`config.mk`:
```
export PLATFORM = sky130hd
export DESIGN_NAME = data_mem_arbiter
export DESIGN_NICKNAME = d
export VERILOG_FILES = /design/src/rtl/dmem_arb_pkg.sv /design/src/rtl/rr_arb2.sv /design/src/rtl/data_mem_arbiter.sv
export SDC_FILE = /design/constraint.sdc
export NUM_CORES = 1
export LEC_CHECK = 0
export ABC_AREA = 1
export CAP_MARGIN = 30
export CORE_ASPECT_RATIO = 1.1
export CORE_MARGIN = 4
export CORE_UTILIZATION = 27
export DETAILED_ROUTE_END_ITERATION = 16
export GPL_TIMING_DRIVEN = 0
export PLACE_DENSITY = 0.86
export SYNTH_ARGS = -nofsm -noshare
export SYNTH_HDL_FRONTEND = slang
export SYNTH_SLANG_ARGS = --single-unit
```
`constraint.sdc`:
```
create_clock -name clk -period 2.5 [get_ports clk]
set_clock_uncertainty 0.2 [all_clocks]
set_input_delay 0.25 -clock clk [delete_from_list [all_inputs] [get_ports clk]]
set_output_delay 0.25 -clock clk [all_outputs]
set_load 0.05 [all_outputs]
```
`src/rtl/dmem_arb_pkg.sv`:
```
// Shared encodings for the data-memory arbiter: access FSM states and requester identities.
package dmem_arb_pkg;

  localparam logic [1:0] IDLE   = 2'd0;
  localparam logic [1:0] ACCESS = 2'd1;
  localparam logic [1:0] RESP   = 2'd2;

  localparam logic OWN_CPU = 1'b0;
  localparam logic OWN_LDR = 1'b1;

endpackage

```
`src/rtl/rr_arb2.sv`:
```
// Two-way round-robin picker. req[0] is the CPU and req[1] is the loader.
// On a tie, the requester that did not own the memory last wins.
module rr_arb2 (
  input  logic [1:0] req,
  input  logic       last_owner,
  output logic       win_valid,
  output logic       win_id
);

  assign win_valid = |req;
  assign win_id    = (req == 2'b11) ? ~last_owner : req[1];

endmodule

```
`src/rtl/data_mem_arbiter.sv`:
```
// Arbitrates the single-port data memory between the CPU datapath and the loader port.
// A three-state access FSM issues one access at a time and steers read data back to its owner.
module data_mem_arbiter
  import dmem_arb_pkg::*;
#(
  parameter int ADDR_W = 13,
  parameter int DATA_W = 8
) (
  input  logic              clk,
  input  logic              rst,
  input  logic              cpu_req,
  input  logic              cpu_we,
  input  logic [ADDR_W-1:0] cpu_addr,
  input  logic [DATA_W-1:0] cpu_wdata,
  output logic [DATA_W-1:0] cpu_rdata,
  output logic              cpu_rvalid,
  output logic              cpu_gnt,
  output logic              cpu_stall,
  input  logic              ldr_req,
  input  logic              ldr_we,
  input  logic [ADDR_W-1:0] ldr_addr,
  input  logic [DATA_W-1:0] ldr_wdata,
  output logic [DATA_W-1:0] ldr_rdata,
  output logic              ldr_rvalid,
  output logic              ldr_gnt,
  output logic              mem_en,
  output logic              mem_we,
  output logic [ADDR_W-1:0] mem_addr,
  output logic [DATA_W-1:0] mem_wdata,
  input  logic [DATA_W-1:0] mem_rdata
);

  logic [1:0]        r_state;
  logic              r_owner;
  logic              r_lastOwner;

  logic              w_winValid;
  logic              w_winId;
  logic              w_inAccess;
  logic              w_inResp;
  logic              w_ownerIsLdr;
  logic              w_ownerReq;
  logic              w_ownerWe;
  logic [ADDR_W-1:0] w_ownerAddr;
  logic [DATA_W-1:0] w_ownerWdata;
  logic              w_cpuDone;

  rr_arb2 u_rrArb (
    .req        ({ldr_req, cpu_req}),
    .last_owner (r_lastOwner),
    .win_valid  (w_winValid),
    .win_id     (w_winId)
  );

  // Reset starts with the loader as last owner so the CPU wins the first tie.
  always_ff @(posedge clk or negedge rst) begin
    if (!rst) begin
      r_state     <= IDLE;
      r_owner     <= OWN_CPU;
      r_lastOwner <= OWN_LDR;
    end else begin
      case (r_state)
        IDLE: begin
          if (w_winValid) begin
            r_owner <= w_winId;
            r_state <= ACCESS;
          end
        end
        ACCESS: begin
          if (w_ownerReq) begin
            r_lastOwner <= r_owner;
            r_state     <= w_ownerWe ? IDLE : RESP;
          end else begin
            r_state <= IDLE;
          end
        end
        RESP:    r_state <= IDLE;
        default: r_state <= IDLE;
      endcase
    end
  end

  assign w_inAccess   = (r_state == ACCESS);
  assign w_inResp     = (r_state == RESP);
  assign w_ownerIsLdr = (r_owner == OWN_LDR);
  assign w_ownerReq   = w_ownerIsLdr ? ldr_req   : cpu_req;
  assign w_ownerWe    = w_ownerIsLdr ? ldr_we    : cpu_we;
  assign w_ownerAddr  = w_ownerIsLdr ? ldr_addr  : cpu_addr;
  assign w_ownerWdata = w_ownerIsLdr ? ldr_wdata : cpu_wdata;

  // A requester that dropped its request before grant gets no memory cycle at all.
  assign mem_en    = w_inAccess & w_ownerReq;
  assign mem_we    = mem_en & w_ownerWe;
  assign mem_addr  = w_inAccess ? w_ownerAddr  : '0;
  assign mem_wdata = w_inAccess ? w_ownerWdata : '0;

  assign cpu_gnt    = mem_en & ~w_ownerIsLdr;
  assign ldr_gnt    = mem_en &  w_ownerIsLdr;
  assign cpu_rvalid = w_inResp & ~w_ownerIsLdr;
  assign ldr_rvalid = w_inResp &  w_ownerIsLdr;
  assign cpu_rdata  = cpu_rvalid ? mem_rdata : '0;
  assign ldr_rdata  = ldr_rvalid ? mem_rdata : '0;

  // Stall is masked by reset so every output reads 0 while reset is held.
  assign w_cpuDone = (w_inAccess & ~w_ownerIsLdr & cpu_req & cpu_we) | cpu_rvalid;
  assign cpu_stall = rst & cpu_req & ~w_cpuDone;

endmodule
```
# ---- After elaboration in Yosys (flattened, before gate mapping)
# Cells that the tools add are included.
dict set report word_totals {
  ramBits 0
  regBits 4
  romBits 0
  word_cells 39
  mem_count 0
  input_bits 56
  latchBits 0
  out_inout_bits 44
}
dict set report op_classes {
  n_mux 13
  n_eq_ne 4
  n_bitwise 15
  shifts 0
  addsub 0
  n_div 0
  magnitude_cmp 0
  n_reduce_logical 4
  multipliers 0
}
# operator n
set ops {}
lappend ops {{$mux 8} 4}
lappend ops {{$mux 13} 2}
lappend ops {{$and 1x1->1} 11}
lappend ops {{$mux 2} 3}
lappend ops {{$eq 2x2->1 const B} 2}
lappend ops {{$pmux 2 s2} 1}
lappend ops {{$reduce_and 2->1} 2}
lappend ops {{$mux 1} 3}
lappend ops {{$not 1->1} 3}
lappend ops {{$eq 2x1->1 const B} 1}
lappend ops {{$logic_not 2->1} 1}
lappend ops {{$ne 2x1->1 const B} 1}
lappend ops {{$reduce_or 2->1} 1}
lappend ops {{$or 1x1->1} 1}

# ---- Longest topological paths before layout
# Gate-level depths: netlist of run 1.
dict set report logic_depth {
  ltp_word 7
  mapped_depth 6
}

# ---- Modules after synthesis
# A second synthesis of run 1 with hierarchy kept.
dict set report hier_totals {
  hier_cells 139
  area_unflattened_um2 778.2
}
# mod area_each_um2 cells_each seq_area_each_um2 instances
set modules_own_cells {}
lappend modules_own_cells {data_mem_arbiter 763.2 136 101.3 1}
lappend modules_own_cells {rr_arb2 15.0 3 0.0 1}

# ---- Worst setup path before layout of run 1
# No wires, ideal clock.
dict set report synth_timing {
  path_type {register to output}
  start {register r_owner}
  end {output mem_addr[12]}
  path_stages_with_launch 5
  t_arrival_ps 1472
  setup_slack_ps 578
  path_cell_list {dfrtp_1 > inv_1 > buf_2 > nand2_1 > a21oi_1}
}
dict set report synth_via {
  elab_chain_len 2
}
# element line_no
set synth_lines {}
lappend synth_lines {{start, declared} data_mem_arbiter.sv:34} ;# logic r_owner;
lappend synth_lines {{start signal, assigned} data_mem_arbiter.sv:65} ;# r_owner <= w_winId;
lappend synth_lines {{$mux 13} data_mem_arbiter.sv:88} ;# assign w_ownerAddr = w_ownerIsLdr ? ldr_addr : cpu_addr;
lappend synth_lines {{$mux 13} data_mem_arbiter.sv:94} ;# assign mem_addr = w_inAccess ? w_ownerAddr : '0;
lappend synth_lines {{end, declared} data_mem_arbiter.sv:28} ;# output logic [ADDR_W-1:0] mem_addr,
# Every way passes these cells.

# ---- Final worst setup path of run 1
dict set report layout_timing {
  start {register r_owner}
  end {output ldr_rdata[5]}
}
dict set report layout_via {
  elab_chain_len 2
}
# element line_no
set layout_lines {}
lappend layout_lines {{$and 1x1->1} data_mem_arbiter.sv:100} ;# assign ldr_rvalid = w_inResp & w_ownerIsLdr;
lappend layout_lines {{$mux 8} data_mem_arbiter.sv:102} ;# assign ldr_rdata = ldr_rvalid ? mem_rdata : '0;
lappend layout_lines {{end, declared} data_mem_arbiter.sv:23} ;# output logic [DATA_W-1:0] ldr_rdata,
# Every way passes these cells.

==> results of run 1 <==
placed cells by master (no fill, tap or decap), drive strengths merged:
| cell | n |
|---|---|
| a21oi | 21 |
| buf | 7 |
| clkbuf | 4 |
| clkdlybuf4s50 | 76 |
| dfrtp | 3 |
| dfstp | 1 |
| dlymetal6s2s | 23 |
| inv | 21 |
| nand2 | 54 |
| nand3 | 3 |
| nor2 | 24 |
| o21ai | 3 |
worst register-to-register path, delay by kind of cell (launching register included):
family                 cells  cell delay, ns
AOI/OAI and AO/OA          1            0.22
buffers and inverters      1            0.14
DFF                        1            0.38
and+or+nand+nor            2            0.19
worst paths after layout:
kind | to | start | cells after the start
min | r_state[1] | rst | 1
max in group asynchronous | r_lastOwner | rst | 1
max reg2reg | r_state[1] | r_owner | 4
min reg2reg | r_lastOwner | r_lastOwner | 2
min in group clk | r_lastOwner | r_lastOwner | 2
max | ldr_rdata[5] | r_owner | 4
final cells by class:
type | count | area share, %
Buffer | 7 | 3.133
Multi-Input combinational cell | 105 | 27.80
Clock buffer | 4 | 1.400
Timing Repair Buffer | 99 | 55.87
Inverter | 21 | 4.333
Tap cell | 31 | 2.067
Sequential cell | 4 | 5.400
per-stage QoR:
step | setup slack, ns | util (%) | total power, W | instances
after floorplan | 0.5777 | - | 0.001227 | 137
final | 0.1374 | 72.43 | 0.001770 | 271
after global routing | 0.02571 | 72.43 | 0.001883 | 271
after detailed placement | 0.04146 | 69.19 | 0.001713 | 267
after global placement | 0.05120 | 69.19 | 0.001697 | 267
after CTS | 0.009986 | 70.21 | 0.001805 | 271
per-layer routing:
metal | part of all wire, % | routed length, um | vias to the layer above
met3 | 12 | 394 | 6
met5 | 0 | 0 | -
li1 | - | - | 618
met2 | 52 | 1632 | 61
met4 | 1.3 | 42 | 0
met1 | 35 | 1093 | 517
registers in the layout (all words and copies together), names as in the netlist:
name	count
r_state	2
r_owner	1
r_lastOwner	1
power groups by stage:
stage                     Combinational [W]  Sequential [W]   Clock, W
final                               0.00157        0.000118  0.0000866
after floorplan                     0.00111        0.000115          0
after CTS                           0.00160        0.000118  0.0000905
after global placement              0.00158        0.000117          0
after global routing                0.00167        0.000122  0.0000920
after detailed placement            0.00159        0.000119          0
cell families after synthesis:
family | after synthesis
compound gates | 24
buf+inv | 28
flops | 4
simple gates | 81
==> impl_metrics.env, run 1 <==
export IMPL_via_per_inst=4.435
export IMPL_core_area_sq_um=2591
export IMPL_grtUsageMet1_pct=15.94
export IMPL_cts_max_path_buffers=2
export IMPL_antenna_cells=0
export IMPL_synth_top_family_by_area="simple AND/OR/NAND/NOR gates"
export IMPL_final_min_clock_period_ns=2.363
export IMPL_final_hold_violation_count=0
export IMPL_start_util_pct=29.45
export IMPL_fp_dieW_um=58.70
export IMPL_place_gp_congestion=0.7599
export IMPL_hpwl_um=2662
export IMPL_crit_buf_inv=2
export IMPL_netlist_area_sq_um=763.2
export IMPL_crit_path_start_kind="flip-flop"
export IMPL_synth_warnings=0
export IMPL_slowest_stage="clkdlybuf4s50_1"
export IMPL_h_tree_depth=1
export IMPL_drtIter0Drc=57
export IMPL_endpoint_kind="output pin"
export IMPL_nets=297
export IMPL_crit_required_ns=2.05
export IMPL_met2_usage_pct=28.91
export IMPL_cts_sinks=4
export IMPL_cts_tree="built"
export IMPL_synthSimpleGateAreaFrac_pct=43.28
export IMPL_die_h_um=63.76
export IMPL_fin_crit_sh_pct=94.50
export IMPL_synth_adder_area_share_pct=0
export IMPL_grt_max_degree=11
export IMPL_seqCellArea_sq_um=101.3
export IMPL_synth_seq_cells=4
export IMPL_ys_top_cells_by_count="54 x nand2_1, 21 x nor2_1, 19 x a21oi_2, 19 x inv_1"
export IMPL_met3_usage_pct=5.231
export IMPL_max_stage_delay_ns=0.82
export IMPL_synthMuxAreaShare_pct=0
export IMPL_vias=1202
export IMPL_synth_xor_area_share_pct=0
export IMPL_synth_top_cell_area_share_pct=26.56
export IMPL_p_int_w=0.0006879
export IMPL_fin_area_sq_um=1877
export IMPL_timing_fmax_ghz=0.4233
export IMPL_critPathArrivalTime_ns=1.91
export IMPL_yosysUniqueCellTypes=18
export IMPL_synth_compound_area_share_pct=25.08
export IMPL_area_delta_synth_final_pct=145.9
export IMPL_ant_nets=0
export IMPL_routed_wl_um=3161
export IMPL_yosysSeqAreaShare_pct=13.28
export IMPL_timing_final_setup_violations=0
export IMPL_portBuffers=99
export IMPL_path_cells="buf_6 > nand3_2 > nor2_1 > clkdlybuf4s50_1"
export IMPL_slew_viol_final=0
export IMPL_rows=19
export IMPL_relSlewSlack_pct=64.93
export IMPL_tns_ns=0
export IMPL_max_cap_violations=0
export IMPL_cts_root_buffer="clkbuf_4"
export IMPL_crit_type="flip-flop to output pin"
export IMPL_power_ir_vdd_worst_mv=0.7399
export IMPL_path_clk_slew_ns=0.04
export IMPL_multi_input_area_sq_um=521.8
export IMPL_status="completed"
export IMPL_synthArstFlopShare_pct=100.0
export IMPL_leakagePower_nw=1.164
export IMPL_synth_edf_count=0
export IMPL_drcViolationCount=0
export IMPL_synth_largest_area_cell="nand2_1"
export IMPL_dieArea_sq_um=3742
export IMPL_hold_path_class="input pin to async pin"
export IMPL_critPathTopFamily="buffers and inverters"
export IMPL_antenna_found_initial=0
export IMPL_postCtsHoldBufs=0
export IMPL_cp_max_fo=10
export IMPL_reg2reg_slack_ns=1.30
export IMPL_overflow=0
export IMPL_p_per_area_nw_per_um2=943.3
export IMPL_syn_area_per_cell_sq_um=5.571
export IMPL_grt_pass1_vias=1074
export IMPL_io_pins=100
export IMPL_dr_pass1_iters=4
export IMPL_cts_made_buffers=3
export IMPL_gr_max_usage_layer="met2"
export IMPL_p_sw_w=0.001082
export IMPL_wl_per_cell_um=11.66
export IMPL_yosys_top_cells_area="nand2_1 27%, a21oi_2 22%, nor2_1 10%, dfrtp_1 9.8%, inv_1 9.3%"
export IMPL_clock_power_share_pct=4.9
export IMPL_fillCellCount=218
export IMPL_worstMarginPinSlew_ns=0.5251
export IMPL_cts_resized=0
export IMPL_post_cts_buffers=0
export IMPL_grt_first_pass_wirelength_um=4657
export IMPL_swShare_pct=61.14
export IMPL_grt_usage_pct=15.42
export IMPL_yosysMostFrequentCell="nand2_1"
export IMPL_syn_nets=193
export IMPL_clk_latency_ns=0.24
export IMPL_syn_instance_count=137
export IMPL_combPwrFrac_pct=88.5
export IMPL_whs_ns=0.02457
export IMPL_synth_ff_type="dfrtp_1"
export IMPL_rsz0062_at_grt="false"
export IMPL_drive_above_1_share_pct=15.42
export IMPL_pwr_share_seq_pct=6.6
export IMPL_placed_cell_area_sq_um=1793
(Power assumes the default switching activity.)
==> run 2, diff against run 1 <==
--- a/config.mk
+++ b/config.mk
@@ -6,7 +6,7 @@
 export NUM_CORES = 1
 export LEC_CHECK = 0
 export ABC_AREA = 1
-export CAP_MARGIN = 30
+export CAP_MARGIN = 20
 export CORE_ASPECT_RATIO = 1.1
 export CORE_MARGIN = 4
 export CORE_UTILIZATION = 27
==> results of run 2 <==
Same layout as run 1: the final DEF is identical, and so are final timing and power.
